$ cat src/rtl/tracker_pkg.sv
// Shared definitions for the tracker display path: digit codes, segment
// patterns (active-low, {g,f,e,d,c,b,a}) and the scan digit index type.
package tracker_pkg;

    typedef logic [4:0] digit_code_t;

    typedef enum logic [1:0] {
        DIG0 = 2'd0,
        DIG1 = 2'd1,
        DIG2 = 2'd2,
        DIG3 = 2'd3
    } digit_idx_t;

    localparam digit_code_t CODE_UNDERSCORE = 5'h1F;

    localparam logic [6:0] SEG_BLANK      = 7'h7F;
    localparam logic [6:0] SEG_UNDERSCORE = 7'h77;
    localparam logic [6:0] SEG_0          = 7'h40;
    localparam logic [6:0] SEG_1          = 7'h79;
    localparam logic [6:0] SEG_2          = 7'h24;
    localparam logic [6:0] SEG_3          = 7'h30;
    localparam logic [6:0] SEG_4          = 7'h19;
    localparam logic [6:0] SEG_5          = 7'h12;
    localparam logic [6:0] SEG_6          = 7'h02;
    localparam logic [6:0] SEG_7          = 7'h78;
    localparam logic [6:0] SEG_8          = 7'h00;
    localparam logic [6:0] SEG_9          = 7'h10;

    // Active-low one-hot anode pattern for a digit index (digit 3 is leftmost).
    function automatic logic [3:0] digit_anodes(input digit_idx_t idx);
        logic [3:0] an;
        case (idx)
            DIG3:    an = 4'b0111;
            DIG2:    an = 4'b1011;
            DIG1:    an = 4'b1101;
            DIG0:    an = 4'b1110;
            default: an = 4'b1111;
        endcase
        return an;
    endfunction

    // Scan order is 3 -> 2 -> 1 -> 0 -> 3.
    function automatic digit_idx_t next_digit(input digit_idx_t idx);
        digit_idx_t nxt;
        case (idx)
            DIG3:    nxt = DIG2;
            DIG2:    nxt = DIG1;
            DIG1:    nxt = DIG0;
            DIG0:    nxt = DIG3;
            default: nxt = DIG3;
        endcase
        return nxt;
    endfunction

endpackage

$ cat src/rtl/seven_seg_scan_driver_seg_decoder.sv
// Combinational digit-code to active-low seven-segment pattern decoder.
module seg_decoder
    import tracker_pkg::*;
(
    input  logic [4:0] code,
    output logic [6:0] seg
);

    // Map decimal digits and the underscore code; every other code is dark.
    always_comb begin
        seg = SEG_BLANK;
        case (code)
            5'h00:           seg = SEG_0;
            5'h01:           seg = SEG_1;
            5'h02:           seg = SEG_2;
            5'h03:           seg = SEG_3;
            5'h04:           seg = SEG_4;
            5'h05:           seg = SEG_5;
            5'h06:           seg = SEG_6;
            5'h07:           seg = SEG_7;
            5'h08:           seg = SEG_8;
            5'h09:           seg = SEG_9;
            CODE_UNDERSCORE: seg = SEG_UNDERSCORE;
            default:         seg = SEG_BLANK;
        endcase
    end

endmodule

$ cat src/rtl/seven_seg_scan_driver.sv
// Four-digit multiplexed common-anode display driver. Inputs are sampled
// once per frame so a frame never mixes old and new digit values; each slot
// begins with a blanking interval to suppress ghosting between digits.
module seven_seg_scan_driver
    import tracker_pkg::*;
#(
    parameter int unsigned REFRESH_DIV  = 100000,
    parameter int unsigned BLANK_CYCLES = 1000,
    parameter bit          LZB          = 1'b0
) (
    input  logic       sys_clk,
    input  logic       reset,
    input  logic [4:0] bcd3,
    input  logic [4:0] bcd2,
    input  logic [4:0] bcd1,
    input  logic [4:0] bcd0,
    input  logic       si,
    output logic [6:0] seg,
    output logic [3:0] an,
    output logic       dp,
    output logic       frame_tick
);

    localparam int unsigned CNT_W = (REFRESH_DIV > 2) ? $clog2(REFRESH_DIV) : 1;
    localparam logic [CNT_W-1:0] SLOT_LAST = CNT_W'(REFRESH_DIV - 1);
    localparam logic [CNT_W-1:0] BLANK_LIM = CNT_W'(BLANK_CYCLES);

    logic [CNT_W-1:0] slot_cnt_q, slot_cnt_d;
    digit_idx_t       digit_q, digit_d;

    digit_code_t snap3_q, snap3_d;
    digit_code_t snap2_q, snap2_d;
    digit_code_t snap1_q, snap1_d;
    digit_code_t snap0_q, snap0_d;
    logic        snap_si_q, snap_si_d;

    logic [6:0] seg_q, seg_d;
    logic [3:0] an_q, an_d;
    logic       dp_q, dp_d;
    logic       frame_tick_q, frame_tick_d;

    logic        frame_start_s;
    logic        drive_s;
    logic        lz3_s, lz2_s, lz1_s;
    logic        lzb_blank_s;
    digit_code_t sel_code_s;
    logic [6:0]  dec_seg_s;

    // Slot counter and digit index sequencing.
    always_comb begin
        slot_cnt_d = slot_cnt_q;
        digit_d    = digit_q;
        if (slot_cnt_q == SLOT_LAST) begin
            slot_cnt_d = '0;
            digit_d    = next_digit(digit_q);
        end else begin
            slot_cnt_d = slot_cnt_q + CNT_W'(1);
        end
    end

    // Frame snapshot: load all inputs at the start of digit 3's slot.
    always_comb begin
        frame_start_s = (digit_q == DIG3) && (slot_cnt_q == '0);
        snap3_d   = snap3_q;
        snap2_d   = snap2_q;
        snap1_d   = snap1_q;
        snap0_d   = snap0_q;
        snap_si_d = snap_si_q;
        if (frame_start_s) begin
            snap3_d   = bcd3;
            snap2_d   = bcd2;
            snap1_d   = bcd1;
            snap0_d   = bcd0;
            snap_si_d = si;
        end else begin
            snap3_d   = snap3_q;
        end
    end

    // Leading-zero chain from the left; any non-zero code stops it.
    always_comb begin
        lz3_s = LZB && (snap3_q == 5'h00);
        lz2_s = lz3_s && (snap2_q == 5'h00);
        lz1_s = lz2_s && (snap1_q == 5'h00);
    end

    // Select the code and blanking flag for the digit currently scanned.
    always_comb begin
        sel_code_s  = snap0_q;
        lzb_blank_s = 1'b0;
        case (digit_q)
            DIG3: begin
                sel_code_s  = snap3_q;
                lzb_blank_s = lz3_s;
            end
            DIG2: begin
                sel_code_s  = snap2_q;
                lzb_blank_s = lz2_s;
            end
            DIG1: begin
                sel_code_s  = snap1_q;
                lzb_blank_s = lz1_s;
            end
            DIG0: begin
                sel_code_s  = snap0_q;
                lzb_blank_s = 1'b0;
            end
            default: begin
                sel_code_s  = snap0_q;
                lzb_blank_s = 1'b0;
            end
        endcase
    end

    seg_decoder u_seg_decoder (
        .code (sel_code_s),
        .seg  (dec_seg_s)
    );

    // Output stage: blank phase keeps everything dark; drive phase lights one digit.
    always_comb begin
        drive_s      = (slot_cnt_q >= BLANK_LIM);
        an_d         = 4'hF;
        seg_d        = SEG_BLANK;
        dp_d         = 1'b1;
        frame_tick_d = frame_start_s;
        if (drive_s) begin
            an_d  = digit_anodes(digit_q);
            seg_d = lzb_blank_s ? SEG_BLANK : dec_seg_s;
            dp_d  = !((digit_q == DIG0) && snap_si_q);
        end else begin
            an_d  = 4'hF;
            seg_d = SEG_BLANK;
            dp_d  = 1'b1;
        end
    end

    // State, snapshot and registered output flops.
    always_ff @(posedge sys_clk or negedge reset) begin
        if (!reset) begin
            slot_cnt_q   <= '0;
            digit_q      <= DIG3;
            snap3_q      <= 5'h00;
            snap2_q      <= 5'h00;
            snap1_q      <= 5'h00;
            snap0_q      <= 5'h00;
            snap_si_q    <= 1'b0;
            seg_q        <= SEG_BLANK;
            an_q         <= 4'hF;
            dp_q         <= 1'b1;
            frame_tick_q <= 1'b0;
        end else begin
            slot_cnt_q   <= slot_cnt_d;
            digit_q      <= digit_d;
            snap3_q      <= snap3_d;
            snap2_q      <= snap2_d;
            snap1_q      <= snap1_d;
            snap0_q      <= snap0_d;
            snap_si_q    <= snap_si_d;
            seg_q        <= seg_d;
            an_q         <= an_d;
            dp_q         <= dp_d;
            frame_tick_q <= frame_tick_d;
        end
    end

    assign seg        = seg_q;
    assign an         = an_q;
    assign dp         = dp_q;
    assign frame_tick = frame_tick_q;

endmodule

$ cat config.mk
export PLATFORM = sky130hd
export DESIGN_NAME = seven_seg_scan_driver
export DESIGN_NICKNAME = d
export VERILOG_FILES = /design/src/rtl/tracker_pkg.sv /design/src/rtl/seven_seg_scan_driver_seg_decoder.sv /design/src/rtl/seven_seg_scan_driver.sv
export SDC_FILE = /design/constraint.sdc
export NUM_CORES = 1
export LEC_CHECK = 0
export ABC_AREA = 1
export CAP_MARGIN = 15
export CORE_ASPECT_RATIO = 1.1
export CORE_MARGIN = 2
export CORE_UTILIZATION = 49
export DETAILED_ROUTE_END_ITERATION = 10
export PLACE_DENSITY = 0.78
export RECOVER_POWER = 50
export SLEW_MARGIN = 20
export SYNTH_ARGS = -nofsm -noshare
export SYNTH_HDL_FRONTEND = slang
export SYNTH_SLANG_ARGS = --single-unit
$ cat constraint.sdc
create_clock -name sys_clk -period 2.1 [get_ports sys_clk]
set_input_delay 0.42 -clock sys_clk [delete_from_list [all_inputs] [get_ports sys_clk]]
set_output_delay 0.42 -clock sys_clk [all_outputs]
set_load 0.005 [all_outputs]
---- Word level (Yosys, flattened, before mapping) ----
Memory sizes are Yosys's and may differ from the RTL's.
Cells that the tools add are included.
storage, ports and cells
  flip-flop bits (word level) ............. 53
  memories ................................ 1
  bits in read-only memories .............. 224
memories
  memory            depth  width  read ports  clocked after memory_dff  wr ports  line                                     RTL
  (name not given)  32     7      1           0                         0         seven_seg_scan_driver_seg_decoder.sv:12  case (code)
operators by class
  equality and inequality tests ........... 4
  $add $sub $neg .......................... 1
  magnitude comparators ................... 1
  mux-type cells .......................... 9
  reduce and logical (&&, ||, !) cells .... 6
operator list
  operator                                               count
  one-hot mux 5 bit (4 select lines)                     1
  adder 17 x 1 -> 17 bit, second input constant          1
  == test 17 bit, second input constant                  1
  >= comparator 17 x 10 -> 1 bit, second input constant  1
  zero test 17 bit                                       1
  2-to-1 mux 17 bit                                      1
  one-hot mux 4 bit (4 select lines)                     1
  2-to-1 mux 7 bit                                       2
  one-hot mux 2 bit (4 select lines)                     1
  == test 2 bit, second input constant                   2
  2-to-1 mux 4 bit                                       1
  OR reduction 4 bit                                     1
  == test 2 x 1 -> 1 bit, second input constant          1
  logical AND 1 bit                                      2
  zero test 2 bit                                        1
  2-to-1 mux 1 bit                                       2
  zero test 1 bit                                        1

---- Longest topological paths before layout ----
  depth after elaboration ................. 5
  mapped depth ............................ 15
  mapped depth without buffers ............ 14

---- Cells and area by module ----
From an unflattened synthesis, not the netlist that was laid out.
second synthesis, totals
  cell total of the unflattened synthesis .. 350
  area, all modules ....................... 2790.2 µm²
modules (own cells, without submodules)
  module                 sequential area each (µm²)  cells an instance  area each (µm²)  instances
  seven_seg_scan_driver  1343.8                      313                2576.2           1
  seg_decoder            0.0                         37                 214.0            1

---- Worst setup path before layout ----
Ideal clock, no wire load.
  path type ............................... register to register
  start point ............................. reg digit_q[0]
  end point ............................... reg seg_q[3] (netlist: seg[3])
  library setup time ...................... 76 ps
  arrival ................................. 1913 ps
  buffers on the path ..................... 1
  required time ........................... 2024 ps
  stages on the path, launching flop included .. 15
  path slack .............................. 111 ps
  cells stage by stage .................... dfstp_2 -> inv_1 -> ha_1 -> buf_2 -> nand2_1 -> nand2_1 -> o21ai_2 -> inv_1 -> ha_1 -> nand2_1 -> nand2_1 -> nand2_1 -> nand2_1 -> nand2_1 -> nand2_1
on the way
  cells in the longest elaborated chain, start to end .. 5
ends and longest elaborated chain
  what                                            line                          RTL
  start: declaration                              seven_seg_scan_driver.sv:29   digit_idx_t digit_q, digit_d;
  start signal: assignment                        seven_seg_scan_driver.sv:154  digit_q <= digit_d;
  == test 2 x 1 -> 1 bit (tied with other cells)  seven_seg_scan_driver.sv:91   case (digit_q)
  one-hot mux 5 bit (4 select lines) *            seven_seg_scan_driver.sv:91
  memory read (32 x 7 bit) *                      n/a
  2-to-1 mux 7 bit *                              seven_seg_scan_driver.sv:129  seg_d = lzb_blank_s ? SEG_BLANK : dec_seg_s;
  2-to-1 mux 7 bit *                              seven_seg_scan_driver.sv:127  if (drive_s) begin
  net seg_d[3]                                    seven_seg_scan_driver.sv:37   logic [6:0] seg_q, seg_d;
  end signal: assignment                          seven_seg_scan_driver.sv:160  seg_q <= seg_d;
  end: declaration                                seven_seg_scan_driver.sv:37
Mark *: on every way through the listed nets, which the timed path passes. The rest lies on a longest branch.
A chain may end at the register's enable or synchronous reset.

---- Worst setup path in the final report ----
  start point ............................. reg digit_q[1]
  end point ............................... reg seg_q[3] (netlist: seg[3])
The elaborated chain is that of the path after synthesis.

==> metrics.md <==
| Metric | Value |
|---|---|
| Unrepaired setup endpoints after global routing | `false` |
| Syn_nets | `341` |
| Primary FF master, synth | `dfrtp_1` |
| Synth area leaders | `dfrtp_1, nand2_1, dfstp_2` |
| Initial DRT Pass Iterations | `4` |
| Worst setup path class | `reg -> reg` |
| Count leader, synth | `nand2_1` |
| Clk sinks | `53` |
| Setup TNS | `0 ps` |
| Clk pin slew, worst setup/hold paths | `100 ps` |
| Asr flop ratio synth | `100%` |
| First-pass GRT wire length | `8750 um` |
| Yosys top cell by area | `dfrtp_1` |
| CTS HTree Levels | `2` |
| Wire per inst | `12.2 um` |
| CP cell instances | `ha_2 -> inv_2 -> nand2_1 -> nor2_1 -> nor2_2 -> inv_1 -> ha_1 -> nand2_1 -> nand2_1 -> nand2_1 -> nand2_1 -> nand2_1 -> nand2_1` |
| Worst skew pair latency | `310 ps` |
| Max Cap Violations | `0` |
| Starting Density | `51.5%` |
| Xor/xnor share of the synthesized area | `1.67%` |
| TritonCTS clock tree | `built` |
| Rel. slew slack | `1.75%` |
| Yosys warning total | `0` |
| FF+latch count, synth | `53` |
| Logic depth of the worst path, buffers included | `13` |
| Slowest cell on crit path | `dfstp_2` |
| Detailed placement HPWL | `3790 um` |
| Setup violators final | `0` |
| Post-Synthesis Cells | `309` |
| Slew Viols, Final | `0` |
| Fmax achieved | `0.507 GHz` |
| Reg2Reg Depth | `13` |
| Post-synthesis compound-gate area fraction | `6.00%` |
| Synth Area in Adders | `4.29%` |
| Layout cells sized above 1 | `14.5%` |
| WL final | `5190 um` |
| Initial DRC count | `196` |
| Crit start category | `register` |
| DRC | `0` |
| # rows | `27` |
| Worst min-delay path class | `in -> async` |
| Grt total ovfl | `0` |
| Die Ht | `80.8 um` |
| CP endpoint kind | `register` |
| Clk buf depth | `2` |
| Cell Pwr Density | `561 nW/um^2` |
| Skew final | `12.0 ps` |
| Initial antenna violation count | `0` |
| Post-Synthesis Cell Area | `2630 um^2` |
| Vias in the first global route | `1959` |
| Area grow syn2layout | `20.5%` |
| Vias | `2072` |
| Final core occ | `62.0%` |
| IO buf count | `35` |
| R2R Setup Slk | `130 ps` |
| Core box area | `5100 um^2` |
| Final Critical Period | `1970 ps` |
| Period utilization | `94.0%` |
| Top-area cell type share of the netlist area | `37.2%` |
| Largest net degree at the start of global routing | `28` |
| Reg-to-reg startpoint | `digit_q[1]` |
| Final WS setup | `126 ps` |
| Post-synth top cells | `nand2_1, dfrtp_1, inv_1` |
| DIE WIDTH | `73.8 um` |
| Pleak | `1.45 nW` |
| Buffer and inverter count on the worst path | `2` |
| Dpl ws | `98.1 ps` |
| Final Hold Viols | `0` |
| Avg Cell Area, Syn | `8.50 um^2` |
| Status | `completed` |
| Final #Nets | `383` |
| Mux share of post-synthesis cell area | `0%` |
| CTS Root Cell | `clkbuf_8` |
| Die area | `5960 um^2` |
| Vias/cell | `4.89` |
| Most used cell along the critical path | `nand2_1` |
| IO Pins | `36` |
| Seq/Total Area, Yosys | `51.2%` |
| Least-Margin Pin Slew | `1470 ps` |
| CTS Hold Buffers Added | `0` |
| End of the worst register-to-register path | `seg[3]` |
| Main combinational cell family by area after synthesis | `simple AND/OR/NAND/NOR gates` |
| Antenna diodes | `0` |
| Worst path max stage delay | `570 ps` |
| GP Congestion | `0.839` |
| Data required, critical path | `2350 ps` |
| Post-route antenna net violation count | `0` |
| CP delay by family, top | `simple AND/OR/NAND/NOR gates` |
| GRT Overall Usage | `19.1%` |
| Total CTS buffers | `5` |
| Arr. time, crit path | `2230 ps` |
| Synth unique cells | `34` |
| Peak supply drop | `387 uV` |
| CP max FO | `10` |
| EDFF count, synth | `0` |
| Simple-Gate Fraction of Synth Area | `30.7%` |
## kinds of logic after synthesis
logic type,count (synthesis)
AOI/OAI and AO/OA,24
xor gates and xnor gates,5
adders and majority gates,9
buffers and inverters,38
DFF,53
and+or+nand+nor,180
## stage by stage
step | hold slack (ps) | cells | area [um^2] | power, mW
after floorplan | 124 | 309 | 2630 | 1.04
final | 440 | 424 | 3160 | 1.78
after detailed placement | 450 | 414 | 3060 | 1.10
after global routing | 506 | 424 | 3160 | 1.83
after global placement | 461 | 414 | 3060 | 1.10
after CTS | 122 | 422 | 3170 | 1.79
## routing by layer
layer | global-route usage (%) | vias to the layer above | part of all wire (%)
met4 | 8.18 | 0 | 1.9
met3 | 3.10 | 9 | 4.5
met2 | 30.4 | 64 | 48
met1 | 25.8 | 956 | 46
li1 | - | 1043 | -
met5 | 0 | - | 0
## layout by cell type, fill, tap and decap left out, drive strengths merged, types with 5 or more instances in the layout
cell type        n
nand2          126
dfrtp           39
clkdlybuf4s50   34
inv             32
nor2            24
dfstp           14
o21ai           14
nand3           12
ha               9
nor3             7
clkbuf           7
nand4            6
xor2             5
a21oi            5
buf              5
## layout make-up
type | count | area (um^2)
multi-input combinational | 218 | 1100
inverter | 33 | 125
tap | 72 | 90.1
timing repair buffer | 40 | 394
clock inverter | 2 | 38.8
clock buffer | 6 | 72.6
sequential | 53 | 1340
fill | 441 | 1940
## worst reg2reg max path: stages, from the launching register on
cell     delay, ps
dfstp_2        570
ha_2           220
inv_2           90
nand2_1         80
nor2_1          50
nor2_2         140
inv_1          100
ha_1           310
nand2_1         60
nand2_1         60
nand2_1         60
nand2_1         70
nand2_1         50
nand2_1         60
## state kept, by name, summed over array words and instances, names as in the netlist
register    count
snap3_q         5
slot_cnt_q     17
snap2_q         5
snap1_q         5
digit_q         2
snap0_q         5
snap_si_q       1
an              4
seg             7
frame_tick      1
dp              1
## power by group
| part | leakage [nW] | internal, mW | switching (mW) |
|---|---|---|---|
| registers | 0.568 | 1.02 | 0 |
| clock network | 0.0554 | 0.358 | 0.335 |
| logic | 0.831 | 0.0378 | 0.0241 |
| total | 1.45 | 1.42 | 0.359 |
## worst max-delay path by stage
stage	from	end	slack (ps)
floorplan	digit_q[0]	seg[3]	110
global placement	digit_q[0]	seg[3]	190
detailed placement	digit_q[0]	seg[3]	100
CTS	digit_q[1]	seg[3]	80
global route	digit_q[1]	seg[3]	5
finish	digit_q[1]	seg[3]	130
## what timing repair did
item / 4_1_cts / 5_1_grt
resized for setup: 0 / 5
setup endpoints to repair: 0 / 3
setup buffers: 0 / 2
Note: power is estimated with default switching activity, not from simulation.
==> variant: new RTL, same settings <==
Make the reset (`reset`) synchronous in one clocked block.
--- a/src/rtl/seven_seg_scan_driver.sv
+++ b/src/rtl/seven_seg_scan_driver.sv
@@ -136,7 +136,7 @@
     end
 
     // State, snapshot and registered output flops.
-    always_ff @(posedge sys_clk or negedge reset) begin
+    always_ff @(posedge sys_clk) begin
         if (!reset) begin
             slot_cnt_q   <= '0;
             digit_q      <= DIG3;
Behaviour: differs if reset is asserted again (counterexample within 4 cycles, from zero or initial values and one cycle with reset low); with reset held inactive, the same outputs for 10 cycles.
==> variant against the original RTL <==
  * Cell area grew 1.9%
  * Area after synthesis is 4.2% higher
  * Synthesized cell count grew 29%
  * Setup slack gained 0.00062 ns
  * Critical path depth stayed put
  * First-iteration DRC count decreased by 42%
  * Wire length grew 11%
  * Highest routed layer unchanged
  * Sequential cell count stayed put
  * Via count rose by 16%
  * Cell count grew 21%
Power is not compared: it rests on default switching activity, and its combinational part moved more than twofold at a synthesized area within 25%.
==> variant: results (changes against the original RTL) <==
----------------------------------------------------
[Run status]
  Outcome ... finished, final reports clean (unchanged)

[CTS]
  Clock network latency to the later pin of the worst-skew pair ... 0.31 ns (about the same)
  Setup Buffers After CTS ... 0 (unchanged)
  Number of buffers created by CTS ... 5 (unchanged)
  Maximum clock insertion buffer count ... 2 (unchanged)
  Number of H-tree branching levels ... 2 (unchanged)
  Clock root buffer master ... clkbuf_8 (unchanged)
  Clock slew at reported path FFs ... 0.09 ns

[Worst hold path]
  Hold crit path type ... reg -> reg (was in -> async)
  Launch point of the worst hold path ... snap_si_q

[Synth]
  Seq/Total Area, Yosys ... 0.3876 (was 0.5117)
  Fraction of synthesis flops using an asynchronous set or reset pin ... 0 (was 1.000)
  Post-synthesis net count ... 433 (was 341)
  Count of yosys warnings during synthesis ... 0 (unchanged)
  Number of unique standard cell types used by synthesis ... 32 (was 34)
  Synth cell count leaders ... 115 x nand2_1, 63 x nor2_1, 53 x dfxtp_1 (was 122 x nand2_1, 39 x dfrtp_1, 29 x inv_1)
  Top post-synthesis cells by area ... dfxtp_1 39%, nand2_1 16%, nor2_1 8.6% (was dfrtp_1 37%, nand2_1 17%, dfstp_2 14%)
  Most common cell in the netlist ... nand2_1 (unchanged)

[Timing]
  Final clock skew ... 0.006537 ns (was 0.01199 ns)
  Slew headroom ... 0.7080 (was 0.01751)

[Global routing]
  Pin count of the biggest net entering global routing ... 44 (was 28)
  Global-route usage over all layers ... 0.2007 (was 0.1906)
  Via count of the first global-routing pass ... 2288 (was 1959)
  Number of antenna violations at the first check in global routing ... 0 (unchanged)
  Global-route wire length before repair ... 9611 microns (was 8749 microns)

[Pwr]
  Cell leakage power ... 1.480 nW
  Switching pwr ... 0.0005353 W
  Max VDD drop ... 255.9 uV

[Cells and area]
  Register name with the most flops ... slot_cnt_q (unchanged)
  Nets@finish ... 471 (was 383)
  Count of fill cells added during filler insertion ... 540 (was 441)
  ANT cells ... 0 (unchanged)
  Number of flip-flops in the largest register ... 17 (unchanged)
  Fraction of final layout cells sized beyond drive strength 1 ... 0.08924 (was 0.1449)

[Worst setup path]
  Crit path max-delay family ... adder cells (was simple AND/OR/NAND/NOR gates)
  Data arrival time of the critical path ... 2.18 ns (was 2.23 ns)
  Max stage delay cell, worst path ... dfxtp_1 (was dfstp_2)
  Launch point of the critical path ... digit_q[1] (unchanged)
  CP max FO ... 6 (was 10)
  Worst path max stage delay ... 0.40 ns (was 0.57 ns)

[Place]
  Detail Placement HPWL ... 4428 microns (was 3786 microns)
  Buffers added on ports ... 35 (unchanged)
  Final weighted congestion in routability-driven placement ... 0.9135 (was 0.8394)

[Detailed routing]
  First-pass iteration count of the detailed router ... 4 (unchanged)
  Final WL ... 5743 microns (was 5192 microns)
  DR vias ... 2413 (was 2072)
  DRC marker count from the first detailed-route iteration ... 114 (was 196)

----------------------------------------------------
## variant: cell types whose count changed after synthesis, sizes merged, moves of 6 or more
cell,change
dfrtp,-39
dfstp,-14
dfxtp,+53
inv,+25
nand3,+19
nor2,+47
o21ai,-6
## variant: power groups by stage
stage	Sequential, W	Combinational (W)	Clock [W]
finish	0.00109	0.000320	0.000548
global route	0.00110	0.000368	0.000601
CTS	0.00109	0.000325	0.000563
detailed placement	0.00112	0.000323	0
global placement	0.00112	0.000313	0
floorplan	0.00111	0.000239	0
## variant: kinds of logic (layout without fill, tap and decap cells)
logic type | Yosys count | in the layout | synth area share
and+or+nand+nor | 246 | 246 | 0.4040
adders and majority gates | 12 | 12 | 0.05484
AOI/OAI and AO/OA | 18 | 18 | 0.04205
buffers and inverters | 65 | 104 | 0.09872
DFF | 53 | 53 | 0.3876
xor gates and xnor gates | 4 | 4 | 0.01280
## variant: what timing repair did
action	in CTS	in global routing
gates resized for setup	0	3
setup endpoints to repair	0	5
hold buffers	0	0
## variant: worst paths after layout
path	slack [ns]	to	depth (start not counted)
worst max-delay path	0.13	seg[3]	13
worst min-delay path	0.43	dp	1
worst max register to register	0.13	seg[3]	13
worst min register to register	0.43	dp	1
## variant: metal layers
| metal | up-vias | global-route usage | wire length (microns) |
|---|---|---|---|
| li1 | 1290 | - | - |
| met2 | 38 | 0.3816 | 3062 |
| met5 | - | 0 | 0 |
| met4 | 0 | 0.09123 | 148 |
| met3 | 14 | 0.03519 | 176 |
| met1 | 1071 | 0.2113 | 2356 |
## variant: cell type report
class / instances / area share
multi-input cells: 280 / 0.4315
repair buffers: 39 / 0.1180
well taps: 75 / 0.02910
clock buffers: 6 / 0.02251
inverters: 57 / 0.06636
clock inverters: 2 / 0.003104
flip-flops and latches: 53 / 0.3295
## variant: per-stage QoR
step	area [sq um]	setup slack (ns)	cells	power (W)
finish	3224	0.1268	512	0.001962
global placement	3156	0.1836	504	0.001430
detailed placement	3156	0.04989	504	0.001440
floorplan	2738	0.1798	398	0.001344
global route	3224	-0.008053	512	0.002068
CTS	3238	0.02412	512	0.001982
